**src/rtl/seq_multiplier_pkg.sv**
```systemverilog
// Shared ALU package: FSM state encoding for the sequential arithmetic units.
// The multiplier uses it now, and a later sequential divider can reuse it.
package seq_multiplier_pkg;

  // Control states of a multi-cycle ALU operation.
  typedef enum logic [1:0] {
    IDLE = 2'd0,
    CALC = 2'd1,
    DONE = 2'd2
  } fsm_state_e;

endpackage

```
**src/rtl/seq_multiplier.sv**
```systemverilog
// Sequential signed multiplier using radix-2 Booth recoding.
// It retires one multiplier bit per cycle and delivers the full 2n-bit product
// as out (low half) and prod_hi (high half), plus an n-bit overflow flag.
//
// Handshake: start is sampled only while IDLE. An operation takes exactly
// n CALC cycles. done then pulses for one cycle in DONE, with the results
// already registered. start seen in CALC or DONE is dropped, not queued.
module seq_multiplier
  import seq_multiplier_pkg::*;
#(
  parameter int n = 8
) (
  input  logic         clk,
  input  logic         rst,
  input  logic         start,
  input  logic [n-1:0] A,
  input  logic [n-1:0] B,
  output logic [n-1:0] out,
  output logic [n-1:0] prod_hi,
  output logic         overflow,
  output logic         car,
  output logic         busy,
  output logic         done,
  output fsm_state_e   state_o
);

  localparam int CW = $clog2(n + 1);

  fsm_state_e      state_q;
  logic [CW-1:0]   cnt_q;
  // Multiplicand and accumulator carry one guard bit, so that -2^(n-1)
  // can be negated without wrapping.
  logic [n:0]      m_q;
  logic [n:0]      acc_q;
  logic [n-1:0]    q_q;
  logic            qm1_q;
  logic [n-1:0]    out_q;
  logic [n-1:0]    hi_q;
  logic            ovf_q;
  logic            busy_q;
  logic            done_q;

  logic [n:0]      sum_d;
  logic [n:0]      acc_d;
  logic [n-1:0]    q_d;
  logic            qm1_d;
  logic            ovf_d;

  // One Booth step: add or subtract the multiplicand by {Q[0], q-1}, then
  // shift {acc, Q, q-1} arithmetically right by one.
  always_comb begin
    sum_d = acc_q;
    case ({q_q[0], qm1_q})
      2'b01:   sum_d = acc_q + m_q;
      2'b10:   sum_d = acc_q - m_q;
      default: sum_d = acc_q;
    endcase
    acc_d = {sum_d[n], sum_d[n:1]};
    q_d   = {sum_d[0], q_q[n-1:1]};
    qm1_d = q_q[0];
    // The product fits in n signed bits only when the high half is pure
    // sign extension of the low half.
    ovf_d = (acc_d[n-1:0] != {n{q_d[n-1]}});
  end

  // Control FSM plus datapath and registered outputs.
  always_ff @(posedge clk or posedge rst) begin
    if (rst) begin
      state_q <= IDLE;
      cnt_q   <= '0;
      m_q     <= '0;
      acc_q   <= '0;
      q_q     <= '0;
      qm1_q   <= 1'b0;
      out_q   <= '0;
      hi_q    <= '0;
      ovf_q   <= 1'b0;
      busy_q  <= 1'b0;
      done_q  <= 1'b0;
    end else begin
      case (state_q)
        IDLE: begin
          done_q <= 1'b0;
          if (start) begin
            m_q     <= {A[n-1], A};
            acc_q   <= '0;
            q_q     <= B;
            qm1_q   <= 1'b0;
            cnt_q   <= CW'(n);
            busy_q  <= 1'b1;
            state_q <= CALC;
          end
        end
        CALC: begin
          acc_q <= acc_d;
          q_q   <= q_d;
          qm1_q <= qm1_d;
          cnt_q <= cnt_q - CW'(1);
          // The last step's result goes straight into the output registers.
          if (cnt_q == CW'(1)) begin
            out_q   <= q_d;
            hi_q    <= acc_d[n-1:0];
            ovf_q   <= ovf_d;
            busy_q  <= 1'b0;
            done_q  <= 1'b1;
            state_q <= DONE;
          end
        end
        DONE: begin
          done_q  <= 1'b0;
          state_q <= IDLE;
        end
        default: begin
          busy_q  <= 1'b0;
          done_q  <= 1'b0;
          state_q <= IDLE;
        end
      endcase
    end
  end

  assign out      = out_q;
  assign prod_hi  = hi_q;
  assign overflow = ovf_q;
  assign car      = 1'b0;
  assign busy     = busy_q;
  assign done     = done_q;
  assign state_o  = state_q;

endmodule

```
**config.mk**
```make
export PLATFORM = sky130hd
export DESIGN_NAME = seq_multiplier
export DESIGN_NICKNAME = d
export VERILOG_FILES = /design/src/rtl/seq_multiplier_pkg.sv /design/src/rtl/seq_multiplier.sv
export SDC_FILE = /design/constraint.sdc
export NUM_CORES = 1
export LEC_CHECK = 0
export CORE_AREA = 3 3 84 86
export DETAILED_ROUTE_END_ITERATION = 8
export DIE_AREA = 0 0 87 89
export GPL_TIMING_DRIVEN = 0
export HOLD_SLACK_MARGIN = 0.06
export MAX_ROUTING_LAYER = met4
export PLACE_DENSITY = 0.7
export SLEW_MARGIN = 20
export SYNTH_ARGS = -nofsm -noshare
export SYNTH_HDL_FRONTEND = slang
export SYNTH_SLANG_ARGS = --single-unit
export TNS_END_PERCENT = 50
```
**constraint.sdc**
```tcl
create_clock -name clk -period 2.75 [get_ports clk]
set_input_delay 0.4125 -clock clk [delete_from_list [all_inputs] [get_ports clk]]
set_output_delay 0.4125 -clock clk [all_outputs]
set_load 0.01 [all_outputs]
```
# Word-level counts from Yosys, hierarchy flattened
# Index checks and enable logic that the tools add are counted.
# Widths: inputs -> output; s select.
[classes]
bitwise = 1
eq_ne = 8
muxes = 17
n_addsub = 3
reduce_logical = 7
[op_table]
columns = ["cell", "count"]
rows = [
  ["$pmux 9 s2", 2],
  ["$pmux 8 s2", 1],
  ["$add 9x9->9", 1],
  ["$mux 9", 1],
  ["$sub 9x9->9", 1],
  ["$mux 8", 1],
  ["$ne 8x8->1", 1],
  ["$pmux 4 s2", 1],
  ["$reduce_and 2->1", 4],
  ["$mux 1", 5],
  ["$eq 2x1->1 const B", 2],
  ["$eq 2x2->1 const B", 2],
  ["$eq 4x1->1 const B", 1],
  ["$mux 2", 2],
  ["$mux 4", 1],
  ["$ne 2x2->1 const B", 2],
  ["$pmux 2 s2", 1],
  ["$sub 4x1->4 const B", 1],
  ["$pmux 1 s3", 1],
  ["$reduce_and 3->1", 1],
  ["$logic_not 2->1", 1],
  ["$pmux 1 s2", 1],
  ["$reduce_bool 2->1", 1],
  ["$not 1->1", 1],
]
[word_totals]
in_bits = 19
out_inout_bits = 22
elab_cells = 47
regBits = 51

# Depth between registers and ports, before layout
# Gate-level depths: netlist of the first run.
[logic_depth]
ltp_word = 3
ltp_mapped = 13
ltp_nobuf = 13

# Worst setup path after synthesis of the first run
# OpenSTA, ideal clock, no wires.
[synth_path]
path_type = "flip-flop to flip-flop"
start = "register qm1_q"
end = "register ovf_q (netlist: overflow)"
setup_time_ps = 125
stages_incl_launch_ff = 13
t_arrival_ps = 2683
path_buffers = 1
required_time_ps = 2625
period_less_slack_ps = 2807
slack_ps = -57
cell_sequence = "dfrtp_1 -> inv_1 -> ha_1 -> clkbuf_1 -> mux2_2 -> fa_1 -> nand2b_1 -> a21oi_2 -> o22ai_2 -> mux2i_1 -> xor2_1 -> a41o_1 -> nor2_1"
[synth_via]
elab_chain_cells = 3
elab_cells_between_ends = 4
classes_between = "3 x eq/ne; 1 x mux"
[synth_rtl]
columns = ["item", "line", "text"]
rows = [
  ["start, declared", "seq_multiplier.sv:36", "logic qm1_q;"],
  ["start signal, assigned", "seq_multiplier.sv:97", "qm1_q <= qm1_d;"],
  ["$eq 2x2->1 or $eq 2x1->1 (tied branches)", "seq_multiplier.sv:53", "case ({q_q[0], qm1_q})"],
  ["$pmux 9 s2 *", "seq_multiplier.sv:53", ""],
  ["$ne 8x8->1 *", "seq_multiplier.sv:63", "ovf_d = (acc_d[n-1:0] != {n{q_d[n-1]}});"],
  ["end signal, assigned", "seq_multiplier.sv:103", "ovf_q <= ovf_d;"],
  ["end, declared", "seq_multiplier.sv:39", "logic ovf_q;"],
]
# Mark *: on every way between the ends. The rest lies on a longest branch, timed or not.
# A chain may end at the register's enable or synchronous reset.

# Worst setup path after layout of the first run
[layout_path]
start = "register m_q[0]"
end = "register ovf_q (netlist: overflow)"
[layout_via]
elab_chain_cells = 3
elab_cells_between_ends = 4
classes_between = "2 x add/sub; 1 x eq/ne; 1 x mux"
[layout_rtl]
columns = ["item", "line", "text"]
rows = [
  ["start, declared", "seq_multiplier.sv:33", "logic [n:0] m_q;"],
  ["start signal, assigned", "seq_multiplier.sv:85", "m_q <= {A[n-1], A};"],
  ["$sub 9x9->9 or $add 9x9->9 (tied branches)", "seq_multiplier.sv:55, seq_multiplier.sv:54", ""],
  ["$pmux 9 s2 *", "seq_multiplier.sv:53", ""],
  ["$ne 8x8->1 *", "seq_multiplier.sv:63", ""],
]
# Marked as above.

==> summary.md, run 1 <==
| Metric | Value |
|---|---|
| Final setup fails | 2 |
| Crit start category | register |
| Starting Density | a little over two fifths |
| R2R Path Start | m_q[0] |
| Asr flop ratio synth | between 90% and 100% |
| Initial antenna violation count | 0 |
| Max-slew headroom at the worst pin | between 30% and 40% |
| Worst-path clk slew | around 0.10 ns |
| Share of post-route cells with drive strength above 1 | around a fifth |
| Post-layout util | 57.6% |
| Status | complete, but fails checks |
| CTS Sinks | 50 |
| Mean area per synthesized cell | between 9 and 10 um2 |
| Bufs and invs on worst path | 2 |
| Drt drc | 0 |
| Period utilization | 107% |
| H-Tree Depth | 2 |
| Die Area | between 7000 and 8000 um2 |
| # rows | 29 |
| GRT overflow | 0 |
| Ant diodes | 0 |
| Max-Cap Viols | 0 |
| Crit-path max FO | 3 |
| Critical path, cell by cell | inv_2, ha_4, nor3b_4, nor2_1, xnor2_1, ha_2, or4_4, o22ai_4, mux2i_2, xor2_2, buf_4, nor4_4, nor2_1 |
| Fin. Hold Viols | 0 |
| Die Y-Extent | between 80 and 90 um |
| Clk root buf | clkbuf_8 |
| Register area share after synthesis | between 40 and 50% |
| Largest delay share family, worst path | simple AND/OR/NAND/NOR gates |
| Mapped Area | between 2000 and 3000 um2 |
| Failing checks | negative setup slack |
| Die W | ~87 um |
| Netlist cell types | 47 |
| I/O pin count | 41 |
| DRT iter0 DRCs | between 100 and 150 |
| DPL Wire Length | ~4700 um |
| Number of nets with antenna violations after routing | 0 |
| CP startpoint | m_q[0] |
| Slowest library cell on the worst path | or4_4 |
| Final Wtd Congestion | 0.884 |
| Synth warnings | 0 |
| Cells after Synth | slightly below 300 |
| Crit path kind | reg2reg |
| Vias | roughly 2400 |
| Hold Slack | 0.437 ns |
| Setup Skew | 0.00464 ns |
| CTS Buffer Depth | 2 |
| CORE AREA | ~6300 um2 |
| Unrepaired setup endpoints after global routing | yes |
| CP max stage delay | about 0.52 ns |
| Nets | around 400 |
| WP data required | just under 3 ns |
| CTS buffer count | 5 |
| Synth Register Bits | 50 |
| Pin count of the biggest net entering global routing | 30 |
| CTS tree | built |
| Number of synthesized flops with an enable pin | 0 |
| Fillers | about 560 |
| Skew-Pair Late Insertion Delay | 0.31 ns |
| Most common flop cell mapped by yosys | dfrtp_1 |
| Area Growth Syn to Fin | 33.4% |
| Slew @ Worst Pin | roughly 0.94 ns |
| Fmax | 340 MHz |
| Min Clock Period, post-route | a little under 3 ns |
| Total Wirelength | approximately 6700 um |
| Total GRT Usage | a little under a fifth |
| Top cell by count, worst path | nor2_1 |
| WL per Instance | 15.1 um |
| Vias in the first global route | ~2300 |
| Slew Limit Fails | 0 |
| Syn Nets | 330 |
| Port bufs | 39 |
| Initial DRT Pass Iterations | 4 |
| Hold WC Path Type | in2async |
| Crit. End Element | register |
| Vias per cell | around 5.4 |
| First-pass GRT wire length | between 10000 and 15000 um |
| CP Data Arrival Time | approximately 3.2 ns |
| Final worst slack | -0.194 ns |
## per-layer routing
layer,vias to the layer above,track usage [%],share of wire (%)
li1,1159,-,-
met1,1146,24.4,47
met2,48,27.7,48
met3,11,3.32,3.5
met4,0,6.37,1.9
met5,-,-,0
## sequential cells by signal (all words and copies together) (netlist names)
name      cells
acc_q         8
busy          1
cnt_q         4
done          1
m_q           8
out           8
overflow      1
prod_hi       8
q_q           8
qm1_q         1
state_o       2
## final timing paths
| path | end | slack, ns | cells past startpoint |
|---|---|---|---|
| worst max-delay path | overflow | -0.19 | 13 |
| worst min-delay path | out[3] | 0.44 | 2 |
| worst max register to register | overflow | -0.19 | 13 |
| worst min register to register | out[2] | 0.48 | 2 |
| max in group asynchronous | m_q[5] | 1.78 | 3 |
| min in group clk | out[2] | 0.48 | 2 |
## Yosys cell counts, types with 4 or more instances
library cell / count / area [um2]
nand2_1: 54 / 203
dfrtp_1: 50 / 1250
o21ai_0: 28 / 140
a21oi_1: 20 / 100
nor2_1: 20 / 75.1
clkbuf_1: 14 / 52.6
ha_1: 12 / 150
inv_1: 12 / 45.0
mux2_2: 8 / 90.1
and3b_1: 7 / 61.3
nor3_1: 7 / 35.0
xnor2_1: 7 / 61.3
a21o_1: 5 / 37.5
a31oi_1: 5 / 31.3
nor3b_1: 5 / 37.5
nand2b_1: 4 / 25.0
## cell type report
cell class	count	area (um2)	share of cell area, %
plain buffers	14	56.3	1.54
clock buffers	5	68.8	1.88
clock inverters	3	45.0	1.23
inverters	13	48.8	1.33
multi-input cells	220	1530	41.9
flip-flops and latches	50	1250	34.2
well taps	77	96.3	2.63
repair buffers	59	557	15.2
## worst reg2reg max path: cells and delay by family (launching register included)
kind | cells | cell delay, ns
compound gates | 1 | 0.17
xor+xnor | 2 | 0.29
fa+ha+maj | 2 | 0.32
buf+inv | 2 | 0.24
flops | 1 | 0.41
mux | 1 | 0.29
simple gates | 5 | 1.13
## timing repair
action	4_1_cts	5_1_grt
setup endpoints to repair	8	7
pin swaps	13	14
buffers inserted	14	5
resized for setup	25	11
cloned	0	0
hold buffers	0	0
## layout by cell type, fill, tap and decap left out, types with 3 or more instances in the layout
cell type	count
nand2_1	54
dfrtp_1	50
clkdlybuf4s50_1	39
o21ai_0	25
nor2_1	19
buf_4	19
a21oi_1	18
clkbuf_1	13
inv_1	9
mux2_2	8
nor3_1	7
and3b_1	7
xnor2_1	7
ha_1	7
a21o_1	5
clkbuf_8	5
nor3b_1	4
inv_2	4
a31oi_1	4
nand2b_1	3
a22o_1	3
ha_2	3
## cell families (layout without fill, tap and decap cells)
logic type	count (synthesis)	after routing	share of synthesized area, %
DFF	50	50	45.6
xor gates and xnor gates	10	10	3.20
adders and majority gates	13	13	6.21
AOI/OAI and AO/OA	76	76	17.3
muxes	10	10	4.02
and+or+nand+nor	110	110	19.5
other	1	1	0.137
buffers and inverters	28	94	3.97
## metrics by stage
step	instance area, um2	TNS (ns)	setup WS [ns]	cells
2_1_floorplan	2750	0	0.0413	298
3_3_place_gp	3230	-0.860	-0.341	414
3_5_place_dp	3250	-1.18	-0.367	415
4_1_cts	3580	-0.190	-0.110	437
5_1_grt	3660	-0.985	-0.352	441
6_report	3660	-0.341	-0.194	441
Power of run 1 is left out: the tool's default activity adds up to more than one toggle a clock period on the data nets, which glitch-free logic cannot reach.
==> run 2, diff against run 1 <==
--- a/config.mk
+++ b/config.mk
@@ -10,8 +10,7 @@
 export DIE_AREA = 0 0 87 89
 export GPL_TIMING_DRIVEN = 0
 export HOLD_SLACK_MARGIN = 0.06
-export MAX_ROUTING_LAYER = met4
-export PLACE_DENSITY = 0.7
+export PLACE_DENSITY_LB_ADDON = 0.08
 export SLEW_MARGIN = 20
 export SYNTH_ARGS = -nofsm -noshare
 export SYNTH_HDL_FRONTEND = slang
==> summary.md, run 2 (synthesis results as in run 1) <==
| Metric | Value |
|---|---|
| Failing checks | negative setup slack |
| Area Growth Syn to Fin | 33.3% (about the same) |
| Final worst slack | -0.109 ns (+0.0856 ns) |
| Slew @ Worst Pin | 0.923 ns (-0.0186 ns) |
| Skew-Pair Late Insertion Delay | 0.31 ns (about the same) |
| Fillers | 571 (+2.1%) |
| Starting Density | 43.2% (unchanged) |
| Vias in the first global route | 2195 (-4.5%) |
| Layout Cells excl Fill | 442 (+0.23%) |
| Hold WC Path Type | reg2reg |
| Final setup fails | 3 (+1) |
| Status | complete, but fails checks |
| Number of nets with antenna violations after routing | 0 (unchanged) |
| # rows | 29 (unchanged) |
| DP Area | 3260 um2 (+0.23%) |
| DRT iter0 DRCs | 75 (-42%) |
| Top cell by count, worst path | nor2_1 |
| I/O pin count | 41 (unchanged) |
| Max-Cap Viols | 0 (unchanged) |
| Final Wtd Congestion | 0.842 (-4.7%) |
| Crit. End Element | register |
| WL per Instance | 15.1 um (-0.33%) |
| Critical path, cell by cell | inv_2, ha_4, nor3b_4, nor2_1, xnor2_1, ha_2, or4_4, o22ai_4, mux2i_2, xor2_2, a41o_1, nor2_1 |
| Min Clock Period, post-route | 2.86 ns (-0.0856 ns) |
| Largest delay share family, worst path | simple AND/OR/NAND/NOR gates |
| CTS buffer count | 5 (unchanged) |
| Placed insts | 415 (unchanged) |
| Bufs and invs on worst path | 1 (-1) |
| CTS tree | built |
| Leading cell type in the layout, fill and taps excluded | nand2_1 |
| First-pass GRT wire length | 10800 um (-0.25%) |
| Die W | 87 um (unchanged) |
| Post-layout util | 57.6% (about the same) |
| Ant diodes | 0 (unchanged) |
| Crit-path max FO | 4 (+1) |
| Vias per cell | 5.31 (-0.90%) |
| Met3 usage in global routing | 3.23% (-0.092 points) |
| GRT overflow | 0 (unchanged) |
| Share of post-route cells with drive strength above 1 | 19.2% (+0.22 points) |
| Initial DRT Pass Iterations | 4 (unchanged) |
| CTS Sinks | 50 (unchanged) |
| Fmax | 350 MHz (+3.0%) |
| Register area | 1250 um2 (unchanged) |
| Setup Skew | 0.00365 ns (-0.000999 ns) |
| DPL Wire Length | 4730 um (+0.54%) |
| Hold_buf cts | 0 (unchanged) |
| Total Wirelength | 6660 um (-0.10%) |
| CORE AREA | 6350 um2 (unchanged) |
| Crit start category | register |
| Period utilization | 104% (-3.1 points) |
| CP Data Arrival Time | 3.06 ns (-0.09 ns) |
| CTS Buffer Depth | 2 (unchanged) |
| CP max stage delay | 0.52 ns (about the same) |
| Clk root buf | clkbuf_8 |
| Total GRT Usage | 17.8% (-0.35 points) |
| Worst-path clk slew | 0.09 ns (about the same) |
| Port bufs | 39 (unchanged) |
| Slew Limit Fails | 0 (unchanged) |
| Die Y-Extent | 89 um (unchanged) |
| Slowest library cell on the worst path | or4_4 |
| Die Area | 7740 um2 (unchanged) |
| Vias | 2348 (-0.68%) |
| Initial antenna violation count | 0 (unchanged) |
| H-Tree Depth | 2 (unchanged) |
| Fin. Hold Viols | 0 (unchanged) |
| Met2 Track Usage GR | 29.2% (+1.5 points) |
| Area of the multi-input gates | 1530 um2 (-0.57%) |
| WP data required | 2.95 ns (about the same) |
| Nets | 396 (+0.25%) |
| Crit path kind | reg2reg |
| Unrepaired setup endpoints after global routing | yes |
| Final design area excluding fillers | 3650 um2 (about the same) |
| Drt drc | 0 (unchanged) |
| Max-slew headroom at the worst pin | 38.4% (+1.3 points) |
| Busiest grt layer | met2 |
| Global routing usage on met1 | 24.4% (+0.031 points) |
| Most frequent cells in the layout | nand2_1 (54), dfrtp_1 (50), clkdlybuf4s50_1 (39) |
| Pin count of the biggest net entering global routing | 31 (+3.3%) |
-- run 2: cell count changes in the layout (fill, tap and decap cells not counted), sizes merged --
cell	change
bufinv	-1
clkbuf	+2
buf	+1
clkinvlp	-2
clkinv	+1
-- run 2: worst paths after layout --
kind,startpoint,end,slack (ns),cells after the start
max,m_q[1],overflow,-0.11,12
min,out[5],out[5],0.48,2
max reg2reg,m_q[1],overflow,-0.11,12
min reg2reg,out[5],out[5],0.48,2
max in group asynchronous,rst,m_q[5],1.70,3
min in group asynchronous,rst,prod_hi[5],0.52,2
-- run 2: through the flow --
step / setup WS [ns] / TNS, ns / hold WS (ns)
3_5_place_dp: -0.372 / -1.08 / 0.462
5_1_grt: -0.211 / -0.677 / 0.508
4_1_cts: -0.150 / -0.322 / 0.486
6_report: -0.109 / -0.208 / 0.482
2_1_floorplan: 0.0413 / 0 / 0.457
3_3_place_gp: -0.367 / -0.898 / 0.460
-- run 2: cell type report --
type	instances	area share [%]
repair buffers	59	15.3
well taps	77	2.64
clock inverters	1	0.240
inverters	13	1.34
clock buffers	7	2.64
multi-input cells	220	41.7
plain buffers	15	1.85
flip-flops and latches	50	34.2
-- run 2: worst register-to-register path, cell delays in order, from the launching register on --
cell,delay (ns)
dfrtp_1,0.39
inv_2,0.08
ha_4,0.13
nor3b_4,0.23
nor2_1,0.08
xnor2_1,0.14
ha_2,0.19
or4_4,0.52
o22ai_4,0.18
mux2i_2,0.29
xor2_2,0.27
a41o_1,0.20
nor2_1,0.04
-- run 2: what timing repair did --
action	in CTS	in global routing
pin swaps	12	15
endpoints found under the hold margin	0	0
setup buffers	13	6
gates resized for setup	23	13
endpoints found under the setup margin	6	9
-- run 2: per-layer routing --
layer	share of wire, %	vias to the layer above
met2	47	36
li1	-	1168
met5	0	-
met4	1.1	0
met3	2.9	7
met1	49	1137
Power of run 2 is left out for the same reason.
==> RTL edit 1, RTL diff (config.mk and constraints of run 2) <==
Change the parameter `n` from 8 to 16.
--- a/src/rtl/seq_multiplier.sv
+++ b/src/rtl/seq_multiplier.sv
@@ -8,7 +8,7 @@
 module seq_multiplier
   import seq_multiplier_pkg::*;
 #(
-  parameter int n = 8
+  parameter int n = 16
 ) (
   input  logic         clk,
   input  logic         rst,
Interface: changed (resized A, B, out and prod_hi); port bits go from 41 to 73. The function was not compared with the original's and may differ.
==> RTL edit 1 against run 2 <==
  * The flow now stops in 3_3_place_gp
  * Synthesized area increased by 89%
==> RTL edit 1: results (changes against run 2) <==
status:
  lastStage: "3_3_place_gp"
  status: "stopped before the end"
  tool.error: "[ERROR FLW-0024] Place density exceeds 1.0 (current PLACE_DENSITY_LB_ADDON =  0.08). Please check if the value of  PLACE_DENSITY_LB_ADDON is between 0 and 0.99."
yosys:
  ys_seq_area_share_pct: 44.0  # -1.6 points
  ys_warn_count: 0  # unchanged
  synthArstFlopShare_pct: 100  # unchanged
  synth_nets: 610  # +85%
  syn_inst: 554  # +86%
  ys_top_cells_by_area: "dfrtp_1, nand2_1, o21ai_0, mux2_2, ha_1"
  ys_ff_latch: 91  # +82%
  ys_top_cells_by_count: "dfrtp_1, nand2_1, o21ai_0"
  synth_cell_types: 61  # +30%
floorplanning:
  die_w_um: 87  # unchanged
placed_design:
  port_buffers: 71  # +82%
RTL edit 1: cell types whose count changed after synthesis, sizes merged, moves of 6 or more:
cell           run 2  this run
o31a               0         6
o21ai             28        58
clkbuf            14        24
a22oi              0        13
mux2               8        23
a21oi             21        38
xnor2              7        16
nor2              20        32
dfrtp             50        91
nor2b              2        23
nor3               7        13
ha                12        20
nand2             54        86
RTL edit 1: cell families after synthesis:
family / after synthesis / share of synthesized area, %
fa+ha+maj: 21 / 5.22
simple gates: 189 / 17.9
compound gates: 158 / 20.0
mux: 26 / 5.59
buf+inv: 46 / 3.48
xor+xnor: 22 / 3.72
flops: 91 / 44.0
other cells: 1 / 0.0725
==> RTL edit 2, RTL diff (flow settings as in run 2) <==
Without the edit above. Reset style: synchronous (`rst`), changed in one clocked block.
--- a/src/rtl/seq_multiplier.sv
+++ b/src/rtl/seq_multiplier.sv
@@ -64,7 +64,7 @@
   end
 
   // Control FSM plus datapath and registered outputs.
-  always_ff @(posedge clk or posedge rst) begin
+  always_ff @(posedge clk) begin
     if (rst) begin
       state_q <= IDLE;
       cnt_q   <= '0;
Function: differs if rst is asserted again (counterexample within 4 cycles, from zero or initial values and one cycle with rst high); with rst held inactive, the same outputs for 4 cycles.
==> RTL edit 2 against run 2 <==
  * Synthesized area down 6.9%
  * First-iteration DRC count up 25%
  * Cell area decreased by 1.5%
  * Sequential share of layout area decreased by 6.0 points
  * Worst hold slack worse by 0.022 ns
  * Clock skew rose by 0.0049 ns
  * Worst setup slack better by 0.18 ns
  * Wire length is 4.0% higher
  * Core utilization shrank 0.85 points
  * Sequential cell count stayed put
==> RTL edit 2: results (changes against run 2) <==
status:
  status: "completed"
final_layout:
  drive_gt1_share_pct: 23.5  # +4.3 points
  diodes: 0  # unchanged
  final_nets: 403  # +1.8%
  final_cell_count_no_fill: 448  # +1.4%
placed_design:
  port_buffers: 38  # -2.6%
  hpwl_mm: 4.75  # +0.39%
  dp_cells: 422  # +1.7%
  place_congestion: 0.762  # -9.5%
  preCtsSetupSlack_ns: -0.332  # +0.0399 ns
global_routing:
  grt_pass1_wl_mm: 11.1  # +2.7%
  grt_max_degree: 15  # -52%
  grt_use_total_pct: 18.1  # +0.32 points
  antenna_found_initial: 0  # unchanged
  grt_pass1_vias: 2294  # +4.5%
yosys:
  synthAdderAreaFrac_pct: 6.67  # +0.46 points
  synth_nets: 339  # +2.7%
  ys_top_cells_by_area: "dfxtp_1, a21oi_1, nand2_1, ha_1, a22o_1"
  synth-xor-area-share_pct: 3.43  # +0.24 points
  synth_mux_area_share_pct: 1.23  # -2.8 points
  synth_cell_types: 49  # +4.3%
  ys_warn_count: 0  # unchanged
  synth_compound_area_share_pct: 24.0  # +6.7 points
  ys_seq_area_share_pct: 39.2  # -6.4 points
  ys_top_cells_by_count: "dfxtp_1, nand2_1, a21oi_1"
  synth_flop_cell: "dfxtp_1"
  synthArstFlopShare_pct: 0  # -100 points
  syn_inst: 307  # +3.0%
setup_path:
  cp_top_family: "adder cells"
  crit_arrival_ns: 2.86  # -0.20 ns
  max_stage_delay_ns: 0.37  # -0.15 ns
  cp_slowest_cell: "dfxtp_4"
  r2r_start: "m_q[0]$_SDFFE_PP0P_"
  startpoint_type: "register"
  cp_max_fo: 4  # unchanged
sta:
  finalClockSkew_ns: 0.00850  # +0.00485 ns
  tightestPinTransition_ns: 1.00  # +0.0814 ns
drt:
  firstDrtPassIters: 5  # +1
  via_count: 2415  # +2.9%
  drt_iter0_drc: 94  # +25%
  wl_per_cell_um: 15.5  # +2.6%
clocking:
  clkTransAtPathRegs_ns: 0.09  # about the same
  cts_inserted_buffers: 5  # unchanged
  root_buffer: "clkbuf_8"
  worstSkewPairLatency_ns: 0.30
min_path:
  min_from: "out[2]$_SDFFE_PP0P_"
  min_path_type: "reg2reg"
RTL edit 2: tightest hold or removal path, stage by stage (launching register included):
cell,delay [ns]
dfxtp_1,0.31
nand2_1,0.05
a21oi_1,0.05
RTL edit 2: stage by stage:
step / hold WS, ns / power, mW / setup TNS (ns) / area, um2
after floorplan: 0.442 / 1.14 / 0 / 2580
after global placement: 0.440 / 1.26 / -0.941 / 3060
after detailed placement: 0.450 / 1.27 / -0.891 / 3060
after CTS: 0.466 / 1.89 / 0 / 3370
after global routing: 0.477 / 2.09 / -0.161 / 3600
final: 0.460 / 1.98 / 0 / 3600
RTL edit 2: area by class of cell:
cell class	instances	area, um2
multi-input cells	230	1720
well taps	77	96.3
inverters	12	47.5
clock buffers	6	82.6
flip-flops and latches	50	1020
fillers	603	2750
clock inverters	1	30.0
plain buffers	14	68.8
repair buffers	58	534
RTL edit 2: cells by family after synthesis:
group	after synthesis
simple gates	111
compound gates	92
flops	50
buf+inv	27
fa+ha+maj	13
xor+xnor	10
mux	3
other cells	1
RTL edit 2: path summary, 6_finish.rpt:
path	to	slack (ns)	cells after the start
hold reg to reg	out[2]$_SDFFE_PP0P_	0.46	2
setup / recovery	overflow$_SDFFE_PP0P_	0.08	11
hold / removal	out[2]$_SDFFE_PP0P_	0.46	2
setup reg to reg	overflow$_SDFFE_PP0P_	0.08	11
RTL edit 2: where the power goes:
part	switching (mW)	internal, mW
combinational	0.338	0.313
clock	0.239	0.291
sequential	0.0405	0.758
total	0.617	1.36
RTL edit 2: what timing repair did:
item / CTS / global route
setup buffers: 15 / 5
hold endpoints to repair: 0 / 0
endpoints found under the setup margin: 7 / 9
hold buffers: 0 / 0
pin swaps: 16 / 19
resized for setup: 21 / 40
RTL edit 2: per-layer routing:
metal	global-route usage (%)	wire length (um)	share of wire [%]
met1	26.0	3390	49
met2	28.2	3240	47
met4	4.82	85	1.2
met3	3.13	211	3.0
met5	0	0	0
